`config.mk`:
```
export PLATFORM = sky130hd
export DESIGN_NAME = status_readback
export DESIGN_NICKNAME = d
export VERILOG_FILES = /design/src/rtl/status_readback.sv
export SDC_FILE = /design/constraint.sdc
export NUM_CORES = 1
export LEC_CHECK = 0
export CAP_MARGIN = 30
export CORE_ASPECT_RATIO = 0.75
export CORE_MARGIN = 2
export CORE_UTILIZATION = 40
export CTS_CLUSTER_DIAMETER = 60
export DETAILED_ROUTE_END_ITERATION = 7
export HOLD_SLACK_MARGIN = 0.08
export PLACE_DENSITY = 0.82
export SYNTH_ARGS = -nofsm -noshare
export SYNTH_HDL_FRONTEND = slang
export SYNTH_SLANG_ARGS = --single-unit
```
`constraint.sdc`:
```
create_clock -name clk -period 1.85 [get_ports clk]
set_clock_uncertainty 0.15 [all_clocks]
set_input_delay 0.37 -clock clk [delete_from_list [all_inputs] [get_ports clk]]
set_output_delay 0.37 -clock clk [all_outputs]
set_load 0.01 [all_outputs]
```
`src/rtl/status_readback.sv`:
```
// -----------------------------------------------------------------------------
// status_readback
//
// Read-direction partner to the GPIO-bus configuration write path. Snapshots a
// wide status word from fabric logic and returns it to the PS one byte per
// handshake, most significant byte first. The PS drives an address and a read
// strobe on gpio_in; the block answers with data and an acknowledge on
// gpio_out using a four-phase handshake (r_clk up -> ack up -> r_clk down ->
// ack down). One instance per readable status register, selected by my_addr.
//
// Ports:
//   clk       system clock
//   rst       asynchronous, active-low reset
//   gpio_in   [15:0] address, [24] w_clk (unused here), [25] r_clk read
//             strobe, [26] rewind (restart at the MS byte)
//   reg_in    live status value, num_words bytes wide
//   gpio_out  [7:0] data, [8] ack, [9] last, [15:10] byte index, [31:16] zero
//
// Build option:
//   STATUS_READBACK_SYNC_EN  when defined, r_clk and rewind pass through
//                            2-flop synchronizers (read and release latency
//                            become 3 edges). The address is used raw because
//                            the PS holds it stable around the strobe.
// -----------------------------------------------------------------------------
module status_readback #(
    parameter int                    word_width = 8,
    parameter int                    num_words  = 4,
    parameter int                    addr_width = 16,
    parameter logic [addr_width-1:0] my_addr    = '0
) (
    input  logic                            clk,
    input  logic                            rst,
    input  logic [31:0]                     gpio_in,
    input  logic [num_words*word_width-1:0] reg_in,
    output logic [31:0]                     gpio_out
);

    // The index field is 6 bits wide, enough for up to 64 words.
    localparam int                   idx_width = 6;
    localparam logic [idx_width-1:0] last_idx  = idx_width'(num_words - 1);

    typedef enum logic {
        IDLE = 1'b0,
        ACK  = 1'b1
    } state_t;

    state_t                          state;
    state_t                          state_next;
    logic [idx_width-1:0]            idx;       // next byte to be returned
    logic [idx_width-1:0]            out_idx;   // index of the byte on gpio_out
    logic [num_words*word_width-1:0] snapshot;
    logic [num_words*word_width-1:0] byte_src;
    logic [word_width-1:0]           byte_sel;
    logic [word_width-1:0]           data_q;
    logic                            ack_q;
    logic                            last_q;

    logic match;
    logic r_clk;
    logic rewind;
    logic do_rewind;
    logic read_start;
    logic read_done;

    // w_clk, the reserved top bits and the address bits above addr_width
    // belong to other blocks on the shared bus.
    logic unused_bits;
    assign unused_bits = ^{gpio_in[31:27], gpio_in[24:addr_width]};

    // ------------------------------------------------------------------
    // Strobe conditioning
    // ------------------------------------------------------------------
`ifdef STATUS_READBACK_SYNC_EN
    logic [1:0] r_clk_sync;
    logic [1:0] rewind_sync;

    always_ff @(posedge clk or negedge rst) begin
        if (!rst) begin
            r_clk_sync  <= '0;
            rewind_sync <= '0;
        end else begin
            r_clk_sync  <= {r_clk_sync[0], gpio_in[25]};
            rewind_sync <= {rewind_sync[0], gpio_in[26]};
        end
    end

    assign r_clk  = r_clk_sync[1];
    assign rewind = rewind_sync[1];
`else
    assign r_clk  = gpio_in[25];
    assign rewind = gpio_in[26];
`endif

    assign match = (gpio_in[addr_width-1:0] == my_addr);

    // Rewind wins over a simultaneous strobe; both only act in IDLE.
    assign do_rewind  = (state == IDLE) && match && rewind;
    assign read_start = (state == IDLE) && match && r_clk && !rewind;
    // Only the strobe dropping ends a cycle; the address is ignored in ACK.
    assign read_done  = (state == ACK) && !r_clk;

    // ------------------------------------------------------------------
    // Byte selection: idx 0 reads straight from reg_in so the first byte
    // matches the value being captured into snapshot on the same edge.
    // ------------------------------------------------------------------
    // NOTE: every signal driven from always_comb gets a default before any
    // conditional assignment, otherwise a latch is inferred.
    always_comb begin
        byte_src = (idx == '0) ? reg_in : snapshot;
        byte_sel = '0;
        for (int i = 0; i < num_words; i++) begin
            if (idx == idx_width'(i)) begin
                byte_sel = byte_src[(num_words-1-i)*word_width +: word_width];
            end
        end
    end

    // ------------------------------------------------------------------
    // FSM: state register
    // ------------------------------------------------------------------
    // NOTE: clocked state uses non-blocking assignments so every register
    // samples pre-edge values regardless of process evaluation order.
    always_ff @(posedge clk or negedge rst) begin
        if (!rst) begin
            state <= IDLE;
        end else begin
            state <= state_next;
        end
    end

    // ------------------------------------------------------------------
    // FSM: next-state logic
    // ------------------------------------------------------------------
    always_comb begin
        state_next = state;
        case (state)
            IDLE: if (read_start) state_next = ACK;
            ACK:  if (read_done)  state_next = IDLE;
        endcase
    end

    // ------------------------------------------------------------------
    // Datapath registers (index, snapshot, registered output fields)
    // ------------------------------------------------------------------
    // NOTE: the snapshot register is reset as well, so a read after reset
    // can never expose stale data even though idx 0 always recaptures it.
    always_ff @(posedge clk or negedge rst) begin
        if (!rst) begin
            idx      <= '0;
            out_idx  <= '0;
            snapshot <= '0;
            data_q   <= '0;
            ack_q    <= 1'b0;
            last_q   <= 1'b0;
        end else begin
            if (do_rewind) begin
                idx <= '0;
            end else if (read_start) begin
                if (idx == '0) begin
                    snapshot <= reg_in;
                end
                data_q  <= byte_sel;
                ack_q   <= 1'b1;
                last_q  <= (idx == last_idx);
                out_idx <= idx;
            end else if (read_done) begin
                // Wrapping to 0 makes the next read take a fresh snapshot.
                ack_q <= 1'b0;
                idx   <= (idx == last_idx) ? '0 : idx + 1'b1;
            end
        end
    end

    // ------------------------------------------------------------------
    // FSM: output assembly. Data, last and index stay put after ack falls.
    // ------------------------------------------------------------------
    always_comb begin
        gpio_out = {16'h0000, out_idx, last_q, ack_q, data_q};
    end

endmodule

```
==> results.txt, run 1 <==
----------------------------------------------------
[Final layout]
  Number of standard cells in the final layout excluding fillers ... 413
  Layout cell share with drive strength beyond 1 ... 31.3%
  Total inserted antenna cells ... 0
  Synthesis-to-layout area growth ... 55.0%
  Filler cells ... 456
  Final-stage net count ... 401

[Global route]
  Pin count of the biggest net entering global routing ... 33
  Met3 Track Usage GR ... 6.30%
  Most congested layer reported by global routing ... met2
  First-pass GRT wire length ... 11300 um
  Global Route met1 Usage ... 26.3%
  Total track usage ... 20.1%
  Antenna violations before repair ... 0
  Global-route congestion overflow total ... 0
  Number of global-route vias before repair ... 2202
  Met2 layer usage reported by global route ... 33.4%

[Timing]
  Min Tclk post-route ... 1.97 ns
  Max-slew violation count ... 0
  Hold violation count in the final report ... 0
  Post-route worst setup slack ... -0.122 ns
  Final Cycle Share ... 107%
  Number of failing setup endpoints in the final timing report ... 35
  Unrepaired setup endpoints after global routing ... yes
  Timing-limited maximum frequency ... 507 MHz

[Run]
  Total of max-cap violations ... 0

[Worst setup path]
  Cell seen most often among critical-path stages ... buf_12
  Cell at the slowest stage of the critical path ... dfrtp_1
  Endpoint type of the worst setup path ... register
  Arrival time at the worst endpoint ... 2.03 ns
  Startpoint types ... register
  Max Fanout on Critical Path ... 6
  Crit path max-delay family ... buffers and inverters
  Buffers plus inverters on the worst setup path ... 3
  Largest incremental delay on the critical path ... 0.40 ns
  Cells along the critical path ... inv_1 -> ha_4 -> nand2_2 -> nor3_4 -> buf_12 -> buf_12 -> mux2_4
  Worst EP required ... 1.91 ns
  Critical path class ... reg2reg

[Clocking]
  H-tree Lvls ... 2
  Insertion delay to the later sink of the worst-skew pair ... 0.33 ns
  Clock transition at path regs ... 0.10 ns
  CTS tree ... done
  Root Buffer ... clkbuf_8
  Number of clock sinks ... 47
  Worst-case clock buffer depth ... 2
  Total clock buffers created by CTS ... 5

[Min path]
  Classification of the worst-slack hold path ... reg2reg

[Logic synthesis]
  Cell types occupying the most area after synthesis ... dfrtp_1 (45%), mux2_2 (10%), mux2i_1 (9.1%)
  Arithmetic-cell share of the synthesized area counting full adders, half adders and majority gates ... 1.90%
  Synth area leader ... dfrtp_1
  Combinational family with the most area after synthesis ... multiplexers
  Multiplexer share of the synthesized area ... 21.1%
  Sequential cell area fraction in the yosys report ... 44.8%
  Cell Area, Synth ... 2630 sq um
  Synthesis warning total ... 0
  Number of unique standard cell types used by synthesis ... 35
  Number of standard cells after synthesis ... 236
  Basic-gate share of the synthesized area counting and, or, nand and nor cells ... 12.5%
  Synthesized-area fraction occupied by xor and xnor cells ... 1.00%
  Synthesized flop and latch total ... 47
  Mapped Avg Cell Area ... 11.1 sq um
  Area fraction in compound gates after synthesis ... 10.1%
  Share of the synthesized area in the top cell type ... 44.8%

[Power and ir drop]
  Psw ... 0.501 mW
  Total power density per cell area ... 468 nW/um^2
  LEAKAGE ... 1.80 nW
  Cell internal power dissipation ... 1.41 mW
  Power share of the combinational group ... 10.3%
  Proportion of total power due to net switching ... 26.3%
  Part of the power in registers ... 53.9%
  Power after layout ... 1.91 mW
  Clock network fraction of total power ... 35.9%
  Peak supply drop ... 0.313 mV

[Placement]
  Post-DP HPWL ... 4880 um
  Final RePlAce weighted congestion ... 0.819
  Port bufs ... 67
  Number of cells in the design after placement ... 392

[Detailed routing]
  Total vias in the final route ... 2190
  Sum of routed wire length over all layers ... 8060 um
  Residual DRC ... 0
  Post-DRT Antenna Nets ... 0
  Iteration-0 DRC count of the detailed router ... 155
  Average wire length per cell after detail routing ... 19.5 um
  Number of detailed-route iterations in the first pass ... 4
  Via density per instance ... 5.30

[Status]
  Run status ... finished, violations left
  Violations in the final reports ... setup timing

[Floorplan]
  Initial core utilization ... 41.6%
  Placeable Area ... 6320 sq um
  Full die area ... 7240 sq um
  Die Y ... 74.2 um
  Number of placement rows ... 25
  Horizontal die dimension ... 97.6 um
  I/O pin count ... 98

----------------------------------------------------
==> worst reg2reg max path, delay by kind of cell, from the launching register on <==
family / cells / cell delay [ns]
buf+inv: 3 / 0.47
mux: 1 / 0.31
fa+ha+maj: 1 / 0.22
simple gates: 2 / 0.33
flops: 1 / 0.40
==> cells by family after synthesis <==
family                     Yosys count
other                                1
muxes                               52
buffers and inverters               34
DFF                                 47
xor gates and xnor gates             3
and+or+nand+nor                     53
AOI/OAI and AO/OA                   42
adders and majority gates            4
==> stage by stage <==
stage	TNS, ns	setup WS [ns]	hold WS (ns)	util [%]	instance area (sq um)
after global routing	-5.81	-0.221	0.377	64.5	4070
after CTS	-6.40	-0.197	0.360	60.6	3830
after floorplan	-1.75	-0.0985	-0.0756	-	2720
after detailed placement	-25.02	-0.592	0.203	55.5	3510
final	-2.38	-0.122	0.348	64.5	4070
after global placement	-22.53	-0.532	0.203	55.5	3510
==> cells in the mapped netlist <==
library cell / count
nand4_2: 1
a22oi_1: 8
or2_1: 1
mux2_2: 24
buf_1: 1
mux2i_1: 24
conb_1: 1
nor4_1: 4
or4_1: 1
o31ai_1: 1
mux2_1: 4
nand3b_1: 1
buf_4: 18
o21ai_0: 22
nand2b_1: 1
nor3_4: 1
dfrtp_1: 47
nor2b_1: 10
buf_2: 4
ha_1: 4
clkbuf_1: 5
nand4_1: 2
a211oi_1: 1
o2bb2ai_1: 8
nor3_1: 1
nor2_1: 7
and3_1: 2
nor4_4: 2
a21oi_1: 2
xor2_1: 3
and4bb_2: 1
nand4b_1: 1
buf_6: 3
nand2_1: 17
inv_1: 3
==> flip-flops by register name, indices dropped and copies added (netlist names) <==
register,count
ack_q,1
out_idx,6
data_q,8
idx,6
last_q,1
snapshot,24
state,1
==> placed cells by master (no fill, tap or decap), types with 3 or more instances in the layout <==
| cell type | count |
|---|---|
| o2bb2ai_4 | 4 |
| buf_6 | 5 |
| buf_12 | 5 |
| dlygate4sd2_1 | 9 |
| mux2i_1 | 24 |
| mux2_2 | 4 |
| buf_4 | 23 |
| o21ai_1 | 7 |
| xor2_1 | 3 |
| inv_1 | 3 |
| clkdlybuf4s50_1 | 49 |
| nand2_1 | 15 |
| mux2_4 | 24 |
| nor2_2 | 4 |
| nor4_4 | 5 |
| a22oi_1 | 8 |
| o21ai_0 | 14 |
| o2bb2ai_2 | 4 |
| nor2b_1 | 9 |
| dlymetal6s2s_1 | 7 |
| dfrtp_1 | 47 |
| clkbuf_8 | 5 |
| conb_1 | 16 |
==> power groups by stage <==
stage          logic [mW]  clock network (mW)  registers, mW
3_3_place_gp        0.179                   0           1.05
3_5_place_dp        0.183                   0           1.05
4_1_cts             0.182               0.666           1.03
2_1_floorplan      0.0536                   0           1.05
6_report            0.195               0.684           1.03
5_1_grt             0.209               0.738           1.03
==> layer usage <==
metal,vias to the layer above,share of wire [%]
li1,1000,-
met1,1101,43
met2,71,49
met3,18,5.9
met4,0,2.5
met5,-,0
==> final timing paths <==
path / startpoint / endpoint / slack, ns / depth (start not counted)
max: idx[0] / snapshot[22] / -0.12 / 7
min: ack_q / ack_q / 0.35 / 2
max reg2reg: idx[0] / snapshot[22] / -0.12 / 7
min reg2reg: ack_q / ack_q / 0.35 / 2
max in group asynchronous: rst / out_idx[1] / 0.65 / 3
min in group asynchronous: rst / snapshot[19] / 0.37 / 2
==> final cells by class <==
cell class / count / area (sq um) / share of cell area (%)
clock buffers: 5 / 68.8 / 1.69
multi-input cells: 170 / 1600 / 39.4
repair buffers: 104 / 1090 / 26.7
flip-flops and latches: 47 / 1180 / 28.9
inverters: 3 / 11.3 / 0.276
well taps: 81 / 101 / 2.49
clock inverters: 3 / 25.0 / 0.614
==> what timing repair did <==
action	in CTS	in global routing
endpoints found under the setup margin	47	48
hold buffers	1	0
pin swaps	8	21
endpoints found under the hold margin	19	0
resized for setup	34	53
cloned	3	1
setup buffers	5	4
No activity file was read; power rests on OpenSTA's default activity.
==> run 2, diff against run 1 <==
--- a/config.mk
+++ b/config.mk
@@ -12,7 +12,8 @@
 export CTS_CLUSTER_DIAMETER = 60
 export DETAILED_ROUTE_END_ITERATION = 7
 export HOLD_SLACK_MARGIN = 0.08
-export PLACE_DENSITY = 0.82
+export MAX_ROUTING_LAYER = met4
+export PLACE_DENSITY = 0.79
 export SYNTH_ARGS = -nofsm -noshare
 export SYNTH_HDL_FRONTEND = slang
 export SYNTH_SLANG_ARGS = --single-unit
==> constraint.sdc (replaced) <==
create_clock -name clk -period 2 [get_ports clk]
set_clock_uncertainty 0.15 [all_clocks]
set_input_delay 0.4 -clock clk [delete_from_list [all_inputs] [get_ports clk]]
set_output_delay 0.4 -clock clk [all_outputs]
set_load 0.01 [all_outputs]
==> run 2 against run 1 <==
  * The flow still finishes with violations (setup timing)
  * Final cell count shrank 0.97%
  * Via count decreased by 4.0%
  * Die area unchanged
  * Flip-flop and latch count stayed put
  * Clock power decreased by 2%
  * Sequential power down 8%
  * Worst setup slack improved by 0.11 ns
  * Sequential share of layout area is 2.0 points higher
  * Global-route usage decreased by 0.73 points
  * Register-to-register slack better by 0.17 ns
  * Power shrank 6.1%
  * Routed wire length down 15%
==> results.txt, run 2 (synthesized netlist as in run 1, its figures left out) <==
----------------------------------------------------
[Timing]
  Timing-limited maximum frequency ... 496 MHz
  Hold_ws ... 0.337 ns
  Final Cycle Share ... 101%
  Hold violation count in the final report ... 0
  Post-route worst setup slack ... -0.0146 ns
  Max-slew violation count ... 0
  Number of failing setup endpoints in the final timing report ... 14
  Min Tclk post-route ... 2.01 ns
  Unrepaired setup endpoints after global routing ... yes
  Setup TNS ... -0.0685 ns

[Placement]
  Port bufs ... 67
  Final RePlAce weighted congestion ... 0.817
  Post-DP HPWL ... 4370 um
  Worst setup slack after placement ... -0.508 ns
  Placed cell area ... 3420 sq um
  Number of cells in the design after placement ... 386

[Global route]
  Total track usage ... 19.4%
  Global-route congestion overflow total ... 0
  Number of global-route vias before repair ... 2106
  Pin count of the biggest net entering global routing ... 48
  First-pass GRT wire length ... 10700 um
  Antenna violations before repair ... 0

[Floorplan]
  I/O pin count ... 98
  Full die area ... 7240 sq um
  Initial core utilization ... 41.6%
  Number of placement rows ... 25
  Horizontal die dimension ... 97.6 um
  Die Y ... 74.2 um
  Placeable Area ... 6320 sq um

[Clocking]
  H-tree Lvls ... 2
  Insertion delay to the later sink of the worst-skew pair ... 0.30 ns
  Root Buffer ... clkbuf_8
  CTS tree ... done
  Number of clock sinks ... 47
  Total clock buffers created by CTS ... 5
  Worst-case clock buffer depth ... 2
  Clock transition at path regs ... 0.08 ns

[Worst setup path]
  Crit path max-delay family ... simple AND/OR/NAND/NOR gates
  Arrival time at the worst endpoint ... 2.05 ns
  Worst reg-to-reg setup slack ... 0.05 ns
  Largest incremental delay on the critical path ... 0.31 ns
  Cell at the slowest stage of the critical path ... mux2_4
  Number of cells traversed by the worst register-to-register path ... 6
  Max Fanout on Critical Path ... 6
  Buffers plus inverters on the worst setup path ... 3
  Endpoint type of the worst setup path ... register
  Startpoint of the lowest-slack register-to-register path ... state
  Reg2Reg Capture Point ... snapshot[0]
  Worst EP required ... 2.03 ns
  Startpoint types ... input pin
  Critical path class ... in2reg
  Cells along the critical path ... dlygate4sd2_1 -> nor4_2 -> nand4_2 -> nor3_4 -> buf_6 -> buf_8 -> mux2_4

[Run]
  Total of max-cap violations ... 0

[Min path]
  End point of the most critical hold path ... ack_q
  Classification of the worst-slack hold path ... reg2reg
  Worst hold path depth ... 2
  Hold path startpoint ... ack_q

[Detailed routing]
  Number of detailed-route iterations in the first pass ... 4
  Residual DRC ... 0
  Total vias in the final route ... 2102
  Via density per instance ... 5.14
  Average wire length per cell after detail routing ... 16.7 um
  Sum of routed wire length over all layers ... 6830 um
  Iteration-0 DRC count of the detailed router ... 127
  Post-DRT Antenna Nets ... 0

[Power and ir drop]
  LEAKAGE ... 1.68 nW
  Psw ... 0.377 mW
  Peak supply drop ... 0.264 mV
  Proportion of total power due to net switching ... 21.1%
  Power share of the combinational group ... 9.5%
  Clock network fraction of total power ... 37.4%
  Power after layout ... 1.79 mW
  Total power density per cell area ... 468 nW/um^2
  Cell internal power dissipation ... 1.41 mW
  Part of the power in registers ... 53.0%

[Final layout]
  Registers with the most flip-flops ... snapshot x24, data_q x8
  Reg with most FFs ... snapshot
  Synthesis-to-layout area growth ... 45.4%
  Final non-filler cell area ... 3820 sq um
  Most frequent standard cell in the layout excluding fill and tap cells ... clkdlybuf4s50_1
  Max FFs per register ... 24
  Total inserted antenna cells ... 0
  Layout cell share with drive strength beyond 1 ... 25.6%
  Highest-count cells in the layout ignoring fill and taps ... clkdlybuf4s50_1 (52), dfrtp_1 (45), mux2i_1 (24), buf_4 (24), o21ai_0 (22)
  Share of the core filled with cells in the final layout ... 60.5%
  Filler cells ... 509
  Final-stage net count ... 398
  Number of standard cells in the final layout excluding fillers ... 409

[Status]
  Violations in the final reports ... setup timing
  Run status ... finished, violations left

----------------------------------------------------
[run 2: layout make-up]
cell class / instances / area, sq um / area share [%]
Inverter: 3 / 11.3 / 0.295
Sequential cell: 47 / 1180 / 30.9
Clock inverter: 1 / 30.0 / 0.786
Timing Repair Buffer: 101 / 1020 / 26.7
Multi-Input combinational cell: 170 / 1410 / 36.8
Tap cell: 81 / 101 / 2.65
Clock buffer: 6 / 72.6 / 1.90
[run 2: metal layers]
layer / wire, um / up-vias / track usage [%]
met5: 0 / - / -
met4: 80 / 0 / 4.63
li1: - / 989 / -
met3: 380 / 9 / 4.04
met1: 3170 / 1036 / 26.8
met2: 3200 / 68 / 29.8
[run 2: worst min-delay path, stage by stage (launching register included)]
cell and delay [ns]:
dfrtp_1 0.35, nand2_1 0.05, nand2_1 0.06
[run 2: how the worst max path moves through the flow]
stage                      startpoint            to  slack, ns  cells past startpoint
after floorplan           gpio_in[26]  snapshot[11]       0.02                      5
after global placement    gpio_in[26]  snapshot[19]      -0.44                      6
after detailed placement  gpio_in[26]   snapshot[9]      -0.51                      6
after CTS                       state  snapshot[10]      -0.02                      7
after global routing      gpio_in[13]   snapshot[0]      -0.12                      7
final                     gpio_in[13]   snapshot[0]      -0.01                      7
[run 2: timing repair]
item / in CTS / in global routing
pin swaps: 7 / 8
cloned: 3 / 1
buffers inserted: 9 / 5
endpoints found under the hold margin: 47 / 0
hold buffers: 1 / 0
setup endpoints to repair: 39 / 38
gates resized for setup: 39 / 19
[run 2: power groups by stage]
stage                     Combinational [mW]  Clock [mW]  Sequential [mW]
after global routing                   0.183       0.726            0.949
after global placement                 0.166           0            0.968
after CTS                              0.165       0.680            0.949
final                                  0.170       0.670            0.949
after detailed placement               0.168           0            0.968
after floorplan                       0.0493           0            0.969
==> run 3, diff against run 2 <==
--- a/config.mk
+++ b/config.mk
@@ -6,14 +6,15 @@
 export NUM_CORES = 1
 export LEC_CHECK = 0
 export CAP_MARGIN = 30
-export CORE_ASPECT_RATIO = 0.75
+export CELL_PAD_IN_SITES_DETAIL_PLACEMENT = 1
+export CELL_PAD_IN_SITES_GLOBAL_PLACEMENT = 1
 export CORE_MARGIN = 2
-export CORE_UTILIZATION = 40
+export CORE_UTILIZATION = 33
 export CTS_CLUSTER_DIAMETER = 60
 export DETAILED_ROUTE_END_ITERATION = 7
 export HOLD_SLACK_MARGIN = 0.08
 export MAX_ROUTING_LAYER = met4
-export PLACE_DENSITY = 0.79
+export PLACE_DENSITY = 0.85
 export SYNTH_ARGS = -nofsm -noshare
 export SYNTH_HDL_FRONTEND = slang
 export SYNTH_SLANG_ARGS = --single-unit
==> run 3 against run 2 <==
  * The run still ends with setup timing left
  * Highest routed layer unchanged
  * Critical path type is now reg2reg
  * Via count increased by 2.2%
  * Largest cell class unchanged
  * Die area increased by 20%
  * Power increased by 5.0%
  * Sequential power about the same
  * Flip-flop and latch count unchanged
  * Design area increased by 1.3%
  * Maximum frequency decreased by 3.1%
==> results.txt, run 3 (synthesized netlist as in run 1, its figures left out) <==
----------------------------------------------------
[Clocking]
  Root Buffer ... clkbuf_8
  Clock transition at path regs ... 0.09 ns
  H-tree Lvls ... 2
  Worst-case clock buffer depth ... 2
  Total clock buffers created by CTS ... 5
  Number of clock sinks ... 47
  Insertion delay to the later sink of the worst-skew pair ... 0.31 ns
  CTS tree ... done

[Final layout]
  Number of standard cells in the final layout excluding fillers ... 427
  Synthesis-to-layout area growth ... 47.3%
  Reg with most FFs ... snapshot
  Total inserted antenna cells ... 0
  Highest-count cells in the layout ignoring fill and taps ... clkdlybuf4s50_1 (52), dfrtp_1 (44), mux2_4 (24), mux2i_1 (24), o21ai_0 (21)
  Share of the core filled with cells in the final layout ... 50.1%
  Max FFs per register ... 24
  Registers with the most flip-flops ... snapshot x24, data_q x8
  Most frequent standard cell in the layout excluding fill and tap cells ... clkdlybuf4s50_1
  Final-stage net count ... 394
  Layout cell share with drive strength beyond 1 ... 25.5%
  Final non-filler cell area ... 3870 sq um

[Power and ir drop]
  Peak supply drop ... 0.362 mV
  Total power density per cell area ... 486 nW/um^2
  LEAKAGE ... 1.66 nW

[Floorplan]
  Horizontal die dimension ... 93.2 um
  Number of placement rows ... 32
  Full die area ... 8690 sq um
  Initial core utilization ... 34.0%
  Die Y ... 93.2 um
  I/O pin count ... 98
  Placeable Area ... 7730 sq um

[Worst setup path]
  Worst reg-to-reg setup slack ... -0.08 ns
  Critical path class ... reg2reg
  Max Fanout on Critical Path ... 5
  Cell at the slowest stage of the critical path ... dfrtp_1
  Endpoint type of the worst setup path ... register
  Cell seen most often among critical-path stages ... buf_4
  Worst EP required ... 2.03 ns
  Crit path max-delay family ... simple AND/OR/NAND/NOR gates
  Cells along the critical path ... nor4_2 -> nand4_2 -> buf_4 -> buf_6 -> or2_4 -> buf_4 -> o2bb2ai_1
  Arrival time at the worst endpoint ... 2.10 ns
  Startpoint types ... register
  Largest incremental delay on the critical path ... 0.41 ns
  Buffers plus inverters on the worst setup path ... 3

[Global route]
  Number of global-route vias before repair ... 2402
  Pin count of the biggest net entering global routing ... 33
  Total track usage ... 19.8%
  Antenna violations before repair ... 0
  Global-route congestion overflow total ... 0
  First-pass GRT wire length ... 13000 um

[Detailed routing]
  Residual DRC ... 0
  Via density per instance ... 5.03
  Iteration-0 DRC count of the detailed router ... 88
  Sum of routed wire length over all layers ... 8180 um
  Average wire length per cell after detail routing ... 19.1 um
  Post-DRT Antenna Nets ... 0
  Total vias in the final route ... 2149
  Number of detailed-route iterations in the first pass ... 4

[Placement]
  Final RePlAce weighted congestion ... 0.816
  Number of cells in the design after placement ... 405
  Post-DP HPWL ... 4980 um
  Worst setup slack after placement ... -0.551 ns
  Placed cell area ... 3440 sq um
  Port bufs ... 67

[Timing]
  Max-slew violation count ... 0
  Number of failing setup endpoints in the final timing report ... 35
  Unrepaired setup endpoints after global routing ... yes
  Post-route worst setup slack ... -0.0791 ns
  Final Cycle Share ... 104%
  Max transition margin ... 66.4%
  Timing-limited maximum frequency ... 481 MHz
  Hold violation count in the final report ... 0
  Setup TNS ... -0.813 ns
  Min Tclk post-route ... 2.08 ns
  Slew at the pin with the worst max-slew slack ... 0.505 ns

[Status]
  Violations in the final reports ... setup timing
  Run status ... finished, violations left

[Run]
  Total of max-cap violations ... 0

[Min path]
  Classification of the worst-slack hold path ... reg2reg

----------------------------------------------------
[run 3: cell types whose count changed in the layout (fill, tap and decap cells not counted), moves of 2 or more]
cell / previous run / this run
dlygate4sd2_1: 9 / 13
mux2_4: 18 / 24
mux2_1: 2 / 0
buf_4: 24 / 17
mux2_2: 8 / 4
buf_6: 1 / 3
clkdlybuf4s15_1: 2 / 0
[run 3: final cells by class]
type	count	area [sq um]
Timing Repair Buffer	96	998
Multi-Input combinational cell	171	1430
Tap cell	102	128
Sequential cell	47	1180
Fill cell	820	3860
Inverter	3	11.3
Clock buffer	6	82.6
Clock inverter	2	38.8
[run 3: through the flow]
step                      power [mW]  hold slack (ns)
after floorplan                 1.02          -0.0456
after global placement          1.13            0.238
after detailed placement        1.14            0.251
after CTS                       1.89            0.365
after global routing            1.95            0.380
final                           1.88            0.355
[run 3: path summary, 6_finish.rpt]
kind / from / to / depth (start not counted)
worst max register to register: state / data_q[2] / 7
min in group asynchronous: rst / snapshot[3] / 2
worst min-delay path: data_q[3] / data_q[3] / 1
max in group asynchronous: rst / snapshot[5] / 3
worst max-delay path: state / data_q[2] / 7
worst min register to register: data_q[3] / data_q[3] / 1
[run 3: what timing repair did]
item,CTS,global route
pin swaps,9,5
resized for setup,55,8
setup endpoints to repair,46,33
buffers inserted,10,1
gates cloned,4,1
hold buffers,1,0
endpoints found under the hold margin,19,0
[run 3: report_power, final]
part           switching [mW]  internal [mW]  total, mW
combinational          0.0742         0.0944      0.169
clock                   0.350          0.412      0.762
sequential          0.0000543          0.949      0.949
[run 3: layer usage]
metal	up-vias	wire (um)	global-route usage, %
li1	985	-	-
met1	1092	3650	25.7
met2	62	4060	32.0
met3	10	363	3.87
met4	0	100	5.02
met5	-	0	-
